==> src/rtl/arc4_pkg.sv <==
// rtl/arc4_pkg.sv - shared ARC4 stage types and constants
// Used by the init, key-scheduling and PRGA stages.
package arc4_pkg;

  localparam logic [7:0]  LEN_ADDR  = 8'd0;
  localparam int unsigned SBOX_SIZE = 256;

  typedef enum logic [3:0] {
    ST_IDLE,
    ST_RD_LEN,
    ST_WT_LEN,
    ST_WR_LEN,
    ST_RD_SI,
    ST_WT_SI,
    ST_RD_SJ,
    ST_WT_SJ,
    ST_WR_SI,
    ST_WR_SJ,
    ST_RD_PAD,
    ST_WT_PAD,
    ST_WR_PT
  } prga_state_e;

  function automatic logic [7:0] idx_add(input logic [7:0] a, input logic [7:0] b);
    return a + b;
  endfunction

endpackage

==> src/rtl/prga_if.sv <==
// rtl/prga_if.sv - PRGA control, S-array, ciphertext and plaintext memory ports
// The slave modport is the PRGA side; master is the memory/host side.
interface prga_if;

  logic       en;
  logic       rdy;
  logic [7:0] s_addr;
  logic [7:0] s_rddata;
  logic [7:0] s_wrdata;
  logic       s_wren;
  logic [7:0] ct_addr;
  logic [7:0] ct_rddata;
  logic [7:0] pt_addr;
  logic [7:0] pt_wrdata;
  logic       pt_wren;

  modport master (
    output en, s_rddata, ct_rddata,
    input  rdy, s_addr, s_wrdata, s_wren, ct_addr, pt_addr, pt_wrdata, pt_wren
  );

  modport slave (
    input  en, s_rddata, ct_rddata,
    output rdy, s_addr, s_wrdata, s_wren, ct_addr, pt_addr, pt_wrdata, pt_wren
  );

endinterface

==> src/rtl/prga.sv <==
// rtl/prga.sv - ARC4 pseudo-random generation and decrypt stage
// Walks ct[1..n], swaps S entries and writes pad XOR ct into pt; pt[0] gets n.
module prga
  import arc4_pkg::*;
(
  input  logic   clk,
  input  logic   rst,
  prga_if.slave  bus
);

  localparam int IDX_W = $clog2(SBOX_SIZE);

  prga_state_e    state_q;
  logic [7:0]     i_q, j_q, si_q, sj_q, n_q;
  logic [IDX_W:0] k_q;
  logic           rdy_q, s_wren_q, pt_wren_q;
  logic [7:0]     s_addr_q, s_wrdata_q, ct_addr_q, pt_addr_q, pt_wrdata_q;

  logic [7:0]     i_d, j_d;
  logic           last_byte;

  always_comb begin
    i_d       = idx_add(i_q, 8'd1);
    j_d       = idx_add(j_q, bus.s_rddata);
    // k is one bit wider than n so that n=255 still terminates.
    last_byte = !(k_q < {1'b0, n_q});
  end

  always_ff @(posedge clk) begin
    if (rst) begin
      state_q     <= ST_IDLE;
      rdy_q       <= 1'b1;
      i_q         <= '0;
      j_q         <= '0;
      k_q         <= '0;
      n_q         <= '0;
      si_q        <= '0;
      sj_q        <= '0;
      s_addr_q    <= '0;
      s_wrdata_q  <= '0;
      s_wren_q    <= 1'b0;
      ct_addr_q   <= '0;
      pt_addr_q   <= '0;
      pt_wrdata_q <= '0;
      pt_wren_q   <= 1'b0;
    end else begin
      // Outputs belong to the state being entered; anything not set here idles at 0.
      rdy_q       <= 1'b0;
      s_addr_q    <= '0;
      s_wrdata_q  <= '0;
      s_wren_q    <= 1'b0;
      ct_addr_q   <= '0;
      pt_addr_q   <= '0;
      pt_wrdata_q <= '0;
      pt_wren_q   <= 1'b0;
      unique case (state_q)
        ST_IDLE: begin
          if (bus.en) begin
            state_q   <= ST_RD_LEN;
            i_q       <= '0;
            j_q       <= '0;
            k_q       <= {{IDX_W{1'b0}}, 1'b1};
            ct_addr_q <= LEN_ADDR;
          end else begin
            rdy_q     <= 1'b1;
          end
        end
        ST_RD_LEN: state_q <= ST_WT_LEN;
        ST_WT_LEN: begin
          state_q     <= ST_WR_LEN;
          n_q         <= bus.ct_rddata;
          pt_addr_q   <= LEN_ADDR;
          pt_wrdata_q <= bus.ct_rddata;
          pt_wren_q   <= 1'b1;
        end
        ST_WR_LEN: begin
          if (n_q == 8'd0) begin
            state_q  <= ST_IDLE;
            rdy_q    <= 1'b1;
          end else begin
            state_q  <= ST_RD_SI;
            i_q      <= i_d;
            s_addr_q <= i_d;
          end
        end
        ST_RD_SI: state_q <= ST_WT_SI;
        ST_WT_SI: begin
          state_q  <= ST_RD_SJ;
          si_q     <= bus.s_rddata;
          j_q      <= j_d;
          s_addr_q <= j_d;
        end
        ST_RD_SJ: state_q <= ST_WT_SJ;
        ST_WT_SJ: begin
          state_q    <= ST_WR_SI;
          sj_q       <= bus.s_rddata;
          s_addr_q   <= i_q;
          s_wrdata_q <= bus.s_rddata;
          s_wren_q   <= 1'b1;
        end
        ST_WR_SI: begin
          state_q    <= ST_WR_SJ;
          s_addr_q   <= j_q;
          s_wrdata_q <= si_q;
          s_wren_q   <= 1'b1;
        end
        ST_WR_SJ: begin
          state_q   <= ST_RD_PAD;
          s_addr_q  <= idx_add(si_q, sj_q);
          ct_addr_q <= k_q[IDX_W-1:0];
        end
        ST_RD_PAD: state_q <= ST_WT_PAD;
        ST_WT_PAD: begin
          state_q     <= ST_WR_PT;
          pt_addr_q   <= k_q[IDX_W-1:0];
          pt_wrdata_q <= bus.s_rddata ^ bus.ct_rddata;
          pt_wren_q   <= 1'b1;
        end
        ST_WR_PT: begin
          if (last_byte) begin
            state_q  <= ST_IDLE;
            rdy_q    <= 1'b1;
          end else begin
            state_q  <= ST_RD_SI;
            k_q      <= k_q + 1'b1;
            i_q      <= i_d;
            s_addr_q <= i_d;
          end
        end
        default: begin
          state_q <= ST_IDLE;
          rdy_q   <= 1'b1;
        end
      endcase
    end
  end

  assign bus.rdy       = rdy_q;
  assign bus.s_addr    = s_addr_q;
  assign bus.s_wrdata  = s_wrdata_q;
  assign bus.s_wren    = s_wren_q;
  assign bus.ct_addr   = ct_addr_q;
  assign bus.pt_addr   = pt_addr_q;
  assign bus.pt_wrdata = pt_wrdata_q;
  assign bus.pt_wren   = pt_wren_q;

endmodule

==> src/flat_wrapper.sv <==
// flat-port wrapper written by rule: the top's interface ports become plain ports
module prga_flat import arc4_pkg::*;
  (clk, rst, bus_en, bus_s_rddata, bus_ct_rddata, bus_rdy, bus_s_addr, bus_s_wrdata, bus_s_wren, bus_ct_addr, bus_pt_addr, bus_pt_wrdata, bus_pt_wren);
  prga_if bus_i ();
  input  logic clk;
  input  logic rst;
  input wire logic [$bits(bus_i.en)-1:0] bus_en;
  input wire logic [$bits(bus_i.s_rddata)-1:0] bus_s_rddata;
  input wire logic [$bits(bus_i.ct_rddata)-1:0] bus_ct_rddata;
  output wire logic [$bits(bus_i.rdy)-1:0] bus_rdy;
  output wire logic [$bits(bus_i.s_addr)-1:0] bus_s_addr;
  output wire logic [$bits(bus_i.s_wrdata)-1:0] bus_s_wrdata;
  output wire logic [$bits(bus_i.s_wren)-1:0] bus_s_wren;
  output wire logic [$bits(bus_i.ct_addr)-1:0] bus_ct_addr;
  output wire logic [$bits(bus_i.pt_addr)-1:0] bus_pt_addr;
  output wire logic [$bits(bus_i.pt_wrdata)-1:0] bus_pt_wrdata;
  output wire logic [$bits(bus_i.pt_wren)-1:0] bus_pt_wren;
  assign bus_i.en = bus_en;
  assign bus_i.s_rddata = bus_s_rddata;
  assign bus_i.ct_rddata = bus_ct_rddata;
  assign bus_rdy = bus_i.rdy;
  assign bus_s_addr = bus_i.s_addr;
  assign bus_s_wrdata = bus_i.s_wrdata;
  assign bus_s_wren = bus_i.s_wren;
  assign bus_ct_addr = bus_i.ct_addr;
  assign bus_pt_addr = bus_i.pt_addr;
  assign bus_pt_wrdata = bus_i.pt_wrdata;
  assign bus_pt_wren = bus_i.pt_wren;
  prga u_core (.clk(clk), .rst(rst), .bus(bus_i));
endmodule
==> config.mk <==
export PLATFORM = sky130hd
export DESIGN_NAME = prga_flat
export DESIGN_NICKNAME = d
export VERILOG_FILES = /design/src/rtl/arc4_pkg.sv /design/src/rtl/prga_if.sv /design/src/rtl/prga.sv /design/src/flat_wrapper.sv
export SDC_FILE = /design/constraint.sdc
export NUM_CORES = 1
export LEC_CHECK = 0
export BUFFER_PORTS_ARGS = -buffer_cell sky130_fd_sc_hd__buf_4
export CORE_AREA = 4 4 95 97
export DETAILED_ROUTE_END_ITERATION = 12
export DIE_AREA = 0 0 99 101
export GPL_ROUTABILITY_DRIVEN = 0
export PLACE_DENSITY = 0.85
export SETUP_SLACK_MARGIN = 0.3
export SLEW_MARGIN = 30
export SYNTH_ARGS = -nofsm -noshare
export SYNTH_HDL_FRONTEND = slang
export SYNTH_SLANG_ARGS = --single-unit
==> constraint.sdc <==
create_clock -name clk -period 6.8 [get_ports clk]
set_input_delay 1.36 -clock clk [delete_from_list [all_inputs] [get_ports clk]]
set_output_delay 1.36 -clock clk [all_outputs]
set_load 0.02 [all_outputs]
; ---- Yosys cells after proc, flatten, opt, wreduce, memory -nomap -nowiden
; Index checks and enable logic that the tools add are counted.
[word_totals]
register_bits = 96
in_bits = 19
word_cells = 74
out_inout_bits = 43
[classes]
eq_ne = 15
n_reduce_logical = 13
n_addsub = 4
n_bitwise = 3
mux = 23
magnitude_cmp = 1
[op_table]
columns = cell, n
row1 = $pmux 4 s13, 1
row2 = $pmux 8 s2, 3
row3 = $pmux 8 s6, 1
row4 = $mux 8, 5
row5 = $pmux 8 s3, 1
row6 = $eq 4x4->1 const B, 5
row7 = $mux 9, 2
row8 = $pmux 9 s2, 1
row9 = $add 8x8->8, 2
row10 = $eq 4x3->1 const B, 4
row11 = $reduce_or 10->1, 1
row12 = $add 9x1->9 const B, 1
row13 = $lt 9x8->1, 1
row14 = $add 8x1->8 const B, 1
row15 = $eq 4x2->1 const B, 2
row16 = $logic_not 8->1, 1
row17 = $reduce_or 2->1, 4
row18 = $xor 8x8->8, 1
row19 = $mux 3, 2
row20 = $mux 1, 5
row21 = $eq 4x1->1 const B, 1
row22 = $logic_not 4->1, 1
row23 = $mux 4, 1
row24 = $ne 2x2->1 const B, 2
row25 = 8 further kinds, 10

; ---- Depth between registers and ports, before layout
[depth]
depth_word = 3
ltp_mapped = 10

; ---- Worst setup path after synthesis
; No wires, ideal clock.
[synth_path]
path_kind = input-to-reg
startpoint = in bus_s_rddata[0]
endpoint = reg u_core.s_addr_q[4] (netlist: u_core.bus.s_addr[4])
setup_ps = 133
required_ps = 6667
t_arrival_ps = 2814
slack_ps = 3853
stages = 9
n_path_buf = 0
path_cell_list = ha_1 fa_1 a21oi_1 nor2b_1 or3_1 nand3_1 nand2_1 a221oi_1 nor2_1
[synth_between]
elab_chain_cells = 2
[synth_rtl]
columns = element, line_no
row1 = from (decl), flat_wrapper.sv:8  ; input wire logic [$bits(bus_i.s_rddata)-1:0] bus_s_rddata;
row2 = $add 8x8->8, arc4_pkg.sv:25  ; return a + b;
row3 = $pmux 8 s6, prga.sv:56  ; unique case (state_q)
row4 = to (signal assigned), prga.sv:83  ; s_addr_q <= i_d;
row5 = to (signal assigned), prga.sv:91  ; s_addr_q <= j_d;
row6 = to (signal assigned), prga.sv:97  ; s_addr_q <= i_q;
row7 = to (decl), prga.sv:17  ; logic [7:0] s_addr_q, s_wrdata_q, ct_addr_q, pt_addr_q, pt_wrdata_q;
; Every way passes these cells.
; A chain may end at the register's enable or synchronous reset.

; ---- Worst setup path after layout
[layout_path]
startpoint = in bus_s_rddata[3]
endpoint = reg u_core.s_addr_q[7] (netlist: u_core.bus.s_addr[7])
; Same word-level chain as after synthesis.

==> flow_summary_export.csv <==
group,metric,value,unit
outcome,status,"finished clean",
logic_synthesis,synthArstFlopShare,0,%
clocking,clock-sinks,96,
finish,syn2layout_area_growth,16.6,%
worst_setup_path,critPathCaptureType,"register",
worst_setup_path,critical_path.slowest_cell,"a2111oi_0",
logic_synthesis,synth.most_common_cell,"dfxtp_1",
die,die_area,10000,sq um
die,io_pins,62,
worst_setup_path,start_kind,"input port",
clocking,cts_made_buffers,9,
clocking,ctsHoldBuffers,0,
timing,worstMarginPinSlew,0.752,ns
logic_synthesis,synthDominantCellAreaShare,43.4,%
pwr,finalPower,1.09,mW
logic_synthesis,ys.flop_type,"dfxtp_1",
worst_setup_path,crit_family,"compound AO/OA/AOI/OAI gates",
logic_synthesis,yosys_register_bits,96,
global_routing,grt_usage,22.9,%
pwr,p_comb_share,10.3,%
finish,regArea,1920,sq um
clocking,cts_buffer_depth,2,
routing,drt_wl_total,11.3,mm
pwr,ir_worst_vdd,0.110,mV
routing,drc,0,
worst_setup_path,max_stage_delay,0.53,ns
logic_synthesis,synth_area_leader_cell,"dfxtp_1",
logic_synthesis,synthCells,531,
pwr,intPower,791,uW
placed_design,postPlaceCellArea,4960,sq um
global_routing,antenna_found_initial,0,
die,die_y,101,microns
finish,multi_input_area,2380,sq um
worst_setup_path,worst-setup-path-type,"input port to register",
timing,period_minus_slack,2.92,ns
clocking,root_buffer,"clkbuf_8",
timing,final_hold_viol_count,0,
finish,diodes,0,
die,rows,33,
routing,postRouteAntennaNets,0,
logic_synthesis,synth_common_cells,"96 x dfxtp_1, 93 x nand2_1, 69 x a21oi_1, 39 x nor2_1, 29 x o21ai_0",
finish,n_fill_cell,673,
placed_design,port_buffers,61,
pwr,p_sw,300,uW
worst_setup_path,crit_chain,"buf_4 > ha_1 > nand3_1 > o22ai_1 > mux2i_1 > a2111oi_0 > a221o_1 > a21oi_1 > o21ai_0",
routing,first_pass_iters,5,
finish,design_area,5170,sq um
finish,nets,629,
global_routing,overflow,0,
worst_setup_path,cp_max_fo,5,
logic_synthesis,synthTopCellsByArea,"dfxtp_1 43%, nand2_1 7.9%, a21oi_1 7.8%, ha_1 6.5%, nor2_1 3.3%",
placed_design,dpl.hpwl,8.12,mm
logic_synthesis,ys_seq_area_share,43.4,%
die,die_x,99,microns
logic_synthesis,synth-edff-count,0,
clocking,clock_latency,0.37,ns
die,start_util,54.5,%
logic_synthesis,synthDistinctLibCells,47,
routing,wl_per_cell,16.2,microns
clocking,clk_pin_slew,0.10,ns
logic_synthesis,syn_area,4430,sq um
pwr,switching_share,27.5,%
timing,slew_viol_final,0,
logic_synthesis,ys_warn_count,0,
worst_setup_path,cp_data_required_time,7.10,ns
die,core_area,8130,sq um
pwr,p_per_area,211,nW/um^2
timing,fin_setup_tns,0,ns
timing,setup_violations,0,
pwr,p_leak,2.08,nW
finish,layout-drive-gt1-share,15.3,%
routing,num_vias,4059,
logic_synthesis,syn-num-nets,575,
worst_setup_path,worst-path-buf-inv,1,
clocking,cts_tree,"done",
global_routing,grt_max_degree,67,
timing,rsz0062_at_grt,"no",
routing,drt-vias-per-instance,5.84,
clocking,h-tree-depth,3,
worst_setup_path,critPathArrivalTime,3.22,ns
pwr,seq_power_share,53.6,%
hold_path,hold_class,"register to register",
timing,skew,0.0189,ns
clocking,cts_setup_buffers,0,
timing,finalCritPeriodShare,43.0,%
logic_synthesis,syn_avg_cell_area,8.34,sq um
global_routing,grt_pass1_wl,18.3,mm
job,drv_cap,0,
routing,initialDrtViolationCount,269,
pwr,pwr-share-clk,36.1,%
timing,max_freq,342,MHz
clocking,ctsResizeCount,0,
timing,max-slew-margin-rel,49.6,%
global_routing,grt_pass1_vias,3867,
## path summary, 6_finish.rpt
path	from	end	cells after the start	slack, ns
setup reg to reg	u_core.k_q[4]$_SDFFE_PP0P_	u_core.k_q[8]$_SDFFE_PP0P_	7	3.97
setup / recovery	bus_s_rddata[3]	u_core.bus.s_addr[7]$_SDFF_PP0_	9	3.88
hold reg to reg	u_core.sj_q[4]$_SDFFE_PP0N_	u_core.sj_q[4]$_SDFFE_PP0N_	2	0.47
hold / removal	u_core.sj_q[4]$_SDFFE_PP0N_	u_core.sj_q[4]$_SDFFE_PP0N_	2	0.47
## cell type report
cell class / count / area share, %
multi-input cells: 402 / 46.2
inverters: 13 / 0.944
clock inverters: 7 / 1.62
clock buffers: 9 / 2.40
repair buffers: 63 / 9.15
flip-flops and latches: 96 / 37.2
well taps: 105 / 2.54
## cells by family (layout without fill, tap and decap cells)
logic type / after synthesis / after routing / share of synthesized area [%]
AND/OR/NAND/NOR: 215 / 215 / 22.8
buffers and inverters: 33 / 92 / 2.85
adder cells (fa/ha/maj): 25 / 25 / 7.40
AO/OA/AOI/OAI: 141 / 141 / 19.3
XOR/XNOR: 19 / 19 / 3.76
multiplexers: 2 / 2 / 0.452
flip-flops: 96 / 96 / 43.4
## worst min-delay path, stage by stage, from the launching register on
cell and delay [ns]:
dfxtp_1 0.32, nand2_1 0.06, a21oi_1 0.05
## layer usage
| metal | GRT usage, % | share of wire, % |
|---|---|---|
| met1 | 27.6 | 40 |
| met4 | 9.03 | 2.5 |
| met2 | 39.3 | 49 |
| met3 | 5.74 | 8.0 |
| met5 | 0 | 0 |
## stage by stage
step	hold WS (ns)	utilization [%]	setup slack, ns	cells
after CTS	0.474	63.5	3.91	695
after global placement	0.448	60.9	3.62	679
after detailed placement	0.460	61.0	3.53	679
final	0.471	63.5	3.88	695
after global routing	0.491	63.5	3.63	695
after floorplan	0.441	-	3.85	531
## state kept, by name (all words and copies together), names as in the netlist
signal                flops
u_core.i_q                8
u_core.state_q            4
u_core.n_q                8
u_core.bus.pt_wren        1
u_core.bus.s_addr         8
u_core.bus.s_wrdata       8
u_core.bus.s_wren         1
u_core.si_q               8
u_core.j_q                8
u_core.sj_q               8
u_core.bus.ct_addr        8
u_core.bus.rdy            1
u_core.bus.pt_addr        8
u_core.k_q                9
u_core.bus.pt_wrdata      8
## placed cells by master, fill, tap and decap left out, drive strengths merged, types with 6 or more instances in the layout
master | Yosys | final
a21oi | 69 | 69
a22oi | 8 | 8
and2 | 22 | 22
buf | 3 | 63
clkbuf | 17 | 9
dfxtp | 96 | 96
ha | 23 | 23
inv | 13 | 17
nand2 | 94 | 94
nand3 | 16 | 16
nor2 | 39 | 39
nor2b | 11 | 11
nor3 | 8 | 8
nor3b | 8 | 8
o21ai | 29 | 29
xnor2 | 13 | 13
xor2 | 6 | 6
## power groups by stage
stage               logic [mW]  registers (mW)  clock network, mW
floorplan               0.0732           0.595                  0
global placement         0.106           0.597                  0
detailed placement       0.109           0.597                  0
CTS                      0.110           0.584              0.397
global route             0.123           0.586              0.422
finish                   0.112           0.585              0.394
Note: power is estimated with default switching activity, not from simulation.
